$ cat config.mk
export PLATFORM = sky130hd
export DESIGN_NAME = hex_entry_buffer
export DESIGN_NICKNAME = d
export VERILOG_FILES = /design/src/rtl/hex_entry_buffer.sv
export SDC_FILE = /design/constraint.sdc
export NUM_CORES = 1
export LEC_CHECK = 0
export CAP_MARGIN = 0
export CORE_AREA = 4 4 91 93
export CTS_CLUSTER_SIZE = 30
export DETAILED_ROUTE_END_ITERATION = 8
export DIE_AREA = 0 0 95 97
export PLACE_DENSITY = 0.72
export REMOVE_ABC_BUFFERS = 1
export SLEW_MARGIN = 20
export SYNTH_ARGS = -nofsm -noshare
export SYNTH_HDL_FRONTEND = slang
export SYNTH_SLANG_ARGS = --single-unit
$ cat constraint.sdc
create_clock -name clk -period 2.8 [get_ports clk]
set_input_delay 0.28 -clock clk [delete_from_list [all_inputs] [get_ports clk]]
set_output_delay 0.28 -clock clk [all_outputs]
set_load 0.03 [all_outputs]
$ cat src/rtl/hex_entry_buffer.sv
// Hex digit entry buffer: collects nibbles from the switch edge detector into a
// right-aligned word, supports delete/clear edits and commits words downstream.
module hex_entry_buffer #(
    parameter int DATA_W = 32
) (
    input  logic                                 clk,
    input  logic                                 rst,
    input  logic [3:0]                           hex,
    input  logic                                 pulse,
    input  logic                                 del,
    input  logic                                 clr,
    input  logic                                 commit,
    input  logic                                 out_ready,
    output logic [DATA_W-1:0]                    out_data,
    output logic                                 out_valid,
    output logic [DATA_W-1:0]                    buf_data,
    output logic [$clog2((DATA_W/4)+1)-1:0]      digit_cnt,
    output logic                                 ovf
);

    localparam int DIGITS = DATA_W / 4;
    localparam int CNT_W  = $clog2(DIGITS + 1);
    localparam logic [CNT_W-1:0] CNT_FULL = CNT_W'(DIGITS);
    localparam logic [CNT_W-1:0] CNT_ONE  = CNT_W'(1);

    function automatic logic [DATA_W-1:0] f_shift_in(input logic [DATA_W-1:0] word,
                                                      input logic [3:0] nib);
        return {word[DATA_W-5:0], nib};
    endfunction

    function automatic logic [DATA_W-1:0] f_drop_newest(input logic [DATA_W-1:0] word);
        return {4'h0, word[DATA_W-1:4]};
    endfunction

    logic                 r_pulse_d;
    logic [DATA_W-1:0]    r_buf;
    logic [CNT_W-1:0]     r_cnt;
    logic                 r_ovf;
    logic [DATA_W-1:0]    r_out_data;
    logic                 r_out_valid;

    logic                 w_nib;
    logic                 w_empty;
    logic                 w_full;
    logic                 w_xfer;
    logic                 w_commit_ok;

    // hex is registered upstream, so the digit is sampled one cycle after its pulse
    assign w_nib       = r_pulse_d;
    assign w_empty     = (r_cnt == '0);
    assign w_full      = (r_cnt == CNT_FULL);
    assign w_xfer      = r_out_valid && out_ready;
    assign w_commit_ok = commit && !clr && !w_empty && (!r_out_valid || out_ready);

    always_ff @(posedge clk or posedge rst) begin
        if (rst) begin
            r_pulse_d <= 1'b0;
        end else begin
            r_pulse_d <= pulse;
        end
    end

    // Edit path: exactly one action per edge, clr > commit > del > nib.
    // A refused commit still wins the edge and discards lower-priority events.
    always_ff @(posedge clk or posedge rst) begin
        if (rst) begin
            r_buf <= '0;
            r_cnt <= '0;
            r_ovf <= 1'b0;
        end else if (clr) begin
            r_buf <= '0;
            r_cnt <= '0;
            r_ovf <= 1'b0;
        end else if (commit) begin
            if (w_commit_ok) begin
                r_buf <= '0;
                r_cnt <= '0;
                r_ovf <= 1'b0;
            end
        end else if (del) begin
            if (!w_empty) begin
                r_buf <= f_drop_newest(r_buf);
                r_cnt <= r_cnt - CNT_ONE;
            end
        end else if (w_nib) begin
            if (w_full) begin
                r_ovf <= 1'b1;
            end else begin
                r_buf <= f_shift_in(r_buf, hex);
                r_cnt <= r_cnt + CNT_ONE;
            end
        end
    end

    // Output register: a same-edge commit refills the slot being drained
    always_ff @(posedge clk or posedge rst) begin
        if (rst) begin
            r_out_data  <= '0;
            r_out_valid <= 1'b0;
        end else if (w_commit_ok) begin
            r_out_data  <= r_buf;
            r_out_valid <= 1'b1;
        end else if (w_xfer) begin
            r_out_valid <= 1'b0;
        end
    end

    assign out_data  = r_out_data;
    assign out_valid = r_out_valid;
    assign buf_data  = r_buf;
    assign digit_cnt = r_cnt;
    assign ovf       = r_ovf;

endmodule

* After elaboration in Yosys (flattened, before gate mapping)
Index checks and enable logic that the tools add are counted.
** Operators by class
- $add $sub $neg :: 2
- Eq/ne operators :: 5
- Mux-type cells :: 22
- Reduce and logical (&&, ||, !) cells :: 15
** Operators by type and width (number)
- $mux 32 :: 7
- $mux 4 :: 7
- $mux 1 :: 8
- $ne 4x4->1 const B :: 2
- $reduce_and 4->1 :: 2
- $reduce_bool 3->1 :: 2
- $add 4x1->4 const B :: 1
- $eq 4x4->1 const B :: 1
- $logic_and 1x1->1 :: 4
- $logic_not 4->1 :: 1
- $reduce_bool 4->1 :: 1
- $sub 4x1->4 const B :: 1
- $logic_not 1->1 :: 3
- $ne 3x1->1 const B :: 1
- $ne 3x2->1 const B :: 1
- $reduce_bool 2->1 :: 1
- $logic_or 1x1->1 :: 1
** Word-level totals
- Bits in registers :: 71
- Input bits :: 11
- Word-level logic and storage cells :: 50

* Logic depth before layout (Yosys ltp)
- Word-level depth :: 7
- Gate-level depth with buffers :: 7

* Worst setup path before layout
Ideal clock, no wire load.
- Path type :: reg-to-reg
- From :: register r_cnt[0], in the netlist digit_cnt[0]
- To :: register r_out_data[0], in the netlist out_data[0]
- Arrival :: 1.724 ns
- Data required time :: 2.675 ns
- Setup slack :: 0.951 ns
- Cell stages (with the launch flop) :: 6
- Path through :: dfrtp_1 > or4_4 > nand3b_4 > nor2_4 > buf_6 > mux2_4
** Between the ends
- Longest elaborated chain between the ends :: 4
** Ends and longest elaborated chain
- start: declaration :: RTL line 37 : logic [CNT_W-1:0] r_cnt;
- start signal: assignment :: RTL line 83 : r_cnt <= r_cnt - CNT_ONE;
- start signal: assignment :: RTL line 90 : r_cnt <= r_cnt + CNT_ONE;
- $logic_not 4->1 :: RTL line 50 : assign w_empty = (r_cnt == '0);
- $logic_not 1->1
- $logic_and 1x1->1 (2 in series) :: RTL line 53 : assign w_commit_ok = commit && !clr && !w_empty && (!r_out_valid || out_ready);
- end signal: assignment :: RTL line 101 : r_out_data <= r_buf;
- end: declaration :: RTL line 39 : logic [DATA_W-1:0] r_out_data;
No other way between the ends.
A chain may end at the register's enable or synchronous reset.

* Worst setup path in the final report
- From :: register r_cnt[0], in the netlist digit_cnt[0]
- To :: register r_buf[16], in the netlist buf_data[16]
** Between the ends
- Longest elaborated chain between the ends :: 6
- Elaborated cells between the ends (all ways) :: 9
- Those cells by class :: eq/ne (4); reduce/logical (5)
** Ends and longest elaborated chain
- $logic_not 4->1 :: RTL line 50
- $logic_not 1->1
- $logic_and 1x1->1 (2 in series) :: RTL line 53
- $ne 3x2->1 (no source line)
- $reduce_and 4->1 (no source line) *
- end signal: assignment :: RTL line 82 : r_buf <= f_drop_newest(r_buf);
- end signal: assignment :: RTL line 89 : r_buf <= f_shift_in(r_buf, hex);
- end: declaration :: RTL line 36 : logic [DATA_W-1:0] r_buf;
Mark *: on every way between the ends. The rest lies on a longest branch, timed or not.

==> results.ini <==
[run]
drv_cap=0

[die]
dieArea_um2=9220
die_w_um=95
die_y_um=97
core_um2=7530
row_count=32
start_util=0.434
ios=81

[synth]
ys_types=31
synth_area_per_cell_um2=12.9
synth_seq_cells=71
synthTopCellsByCount=dfrtp_1 (71), nand2_1 (38), mux2_4 (30), o31ai_1 (30), mux2i_1 (28)
netlist_instances=254
synth_area_leaders=dfrtp_1 (54%), mux2_4 (14%), mux2i_1 (8.6%)
synth-main-ff-cell=dfrtp_1
synth_area_um2=3270
post-synth-top-area-cell=dfrtp_1
yosysSeqAreaShare=0.544
yosys_warnings=0
netlist.area_leader.share=0.544
synth.most_common_cell=dfrtp_1
synthArstFlopShare=1.00
synth_edf_count=0

[clocking]
clk_path_buf_depth=2
cts_hold_buf=0
cts_made_buffers=9
cts_setup_buffers=0
root_buffer=clkbuf_8
clk_latency_ps=340
clk_pin_slew_ps=80
cts_sinks=71
htree_levels=3
cts_resized=0
tritoncts=done

[sta]
finalSetupViolCount=0
fin_crit_sh=0.666
min_period_ps=1860
final_max_slew_viol_count=0
rsz0062_at_grt=false
slew_headroom=0.599
skew_ps=13.3
final_hold_viol_count=0
whs_ps=339
final.setup.tns_ps=0
fmaxAchievable_mhz=537
worstMarginPinSlew_ps=601

[setup_path]
worstPathRequired_ps=3030
crit_type=reg -> reg
startpoint_type=register
crit_fanout=51
cp-end-kind=register
arrival_ps=2090

[grt]
antenna_found_initial=0
grt_pass1_wl_mm=12.0
globalRouteOverflowTotal=0
grt_use_total=0.164
grt_max_degree=52
grt_pass1_vias=2319

[route]
post_drt_via_cell_ratio=5.05
ant_nets=0
drt-total-wl_mm=7.06
first_pass_iters=4
vias=2218
drc_errors=0
wire_per_inst_um=16.1
first_iter_violations=87

[pwr]
ir_drop_uv=278
power-per-cell-area_nw_per_um2=580
p_leak_nw=1.98

[placed_design]
dp_hpwl_mm=4.76
place_congestion=0.763
port-buffer-count=80

[final_layout]
layout-drive-gt1-share=0.178
nNetsFinal=347
fill_cells=662
syn2layout_area_growth_pct=35.5
antenna_cells=0

[run_status]
outcome=finished clean

[min_path]
min_path_type=in -> async

-- metrics by stage --
step,total power [mW],setup WS (ps),cell area (µm²),instances,utilization
2_1_floorplan,1.41,-12.0,3170,236,-
3_3_place_gp,1.59,680,4180,424,0.556
3_5_place_dp,1.60,590,4180,424,0.556
4_1_cts,2.60,913,4430,439,0.588
5_1_grt,2.68,697,4430,439,0.588
6_report,2.57,936,4430,439,0.588
-- worst max-delay path: stages, from the launching register on --
cell	delay, ps
dfrtp_1	470
nor3_1	290
nand3_1	170
a21oi_4	190
buf_12	230
buf_4	270
nand2_1	70
o31ai_1	70
-- final timing paths --
check,cells after the start,to,startpoint,slack (ps)
max reg2reg,7,buf_data[16]$_DFFE_PP0P_,digit_cnt[0]$_DFFE_PP0P_,940
max in group asynchronous,3,buf_data[19]$_DFFE_PP0P_,rst,1790
max,7,buf_data[16]$_DFFE_PP0P_,digit_cnt[0]$_DFFE_PP0P_,940
min,2,out_data[22]$_DFFE_PP0P_,rst,340
min in group clk,1,r_pulse_d$_DFF_PP0_,pulse,380
min reg2reg,1,out_data[30]$_DFFE_PP0P_,out_data[30]$_DFFE_PP0P_,510
-- power breakdown --
group	internal, mW	switching (mW)
registers	1.06	0.0367
clock network	0.613	0.375
logic	0.202	0.282
-- kinds of logic (layout without fill, tap and decap cells) --
kind of cell,after synthesis,after routing,share of synthesized area
flops,71,71,0.544
fa+ha+maj,3,3,0.0138
compound gates,45,45,0.0977
mux,60,60,0.231
buf+inv,21,104,0.0333
simple gates,52,52,0.0755
xor+xnor,2,2,0.00536
-- sequential cells by signal, summed over array words and instances, names as in the netlist --
name and cells:
r_pulse_d 1, buf_data 32, digit_cnt 4, out_data 32
out_valid 1, ovf 1
-- cell usage in the layout, fill, tap and decap left out, types with 2 or more instances in the layout --
| master | Yosys | final |
|---|---|---|
| a21o_1 | 2 | 2 |
| a21oi_1 | 2 | 2 |
| buf_12 | 0 | 3 |
| buf_4 | 0 | 3 |
| bufinv_16 | 0 | 3 |
| clkbuf_8 | 0 | 10 |
| clkdlybuf4s50_1 | 0 | 79 |
| dfrtp_1 | 71 | 71 |
| ha_1 | 2 | 2 |
| inv_1 | 3 | 2 |
| mux2_2 | 2 | 2 |
| mux2_4 | 30 | 30 |
| mux2i_1 | 28 | 28 |
| nand2_1 | 38 | 38 |
| nor3_1 | 4 | 4 |
| o21ai_0 | 7 | 7 |
| o31ai_1 | 30 | 30 |
| xnor2_1 | 2 | 2 |
-- cell type report --
type                       count  area (µm²)  share of cell area
inverter                       3        11.3             0.00254
sequential                    71        1780               0.401
timing repair buffer          86         878               0.198
clock inverter                 5         106              0.0240
multi-input combinational    162        1390               0.314
clock buffer                  10         138              0.0311
tap                          102         128              0.0288
-- metal layers --
layer / global-route usage / wire length (µm) / vias up
met5: 0 / 0 / -
met4: 0.0599 / 120 / 0
met2: 0.247 / 3200 / 61
li1: - / - / 1061
met1: 0.228 / 3410 / 1086
met3: 0.0397 / 322 / 10
Note: power is estimated with default switching activity, not from simulation.
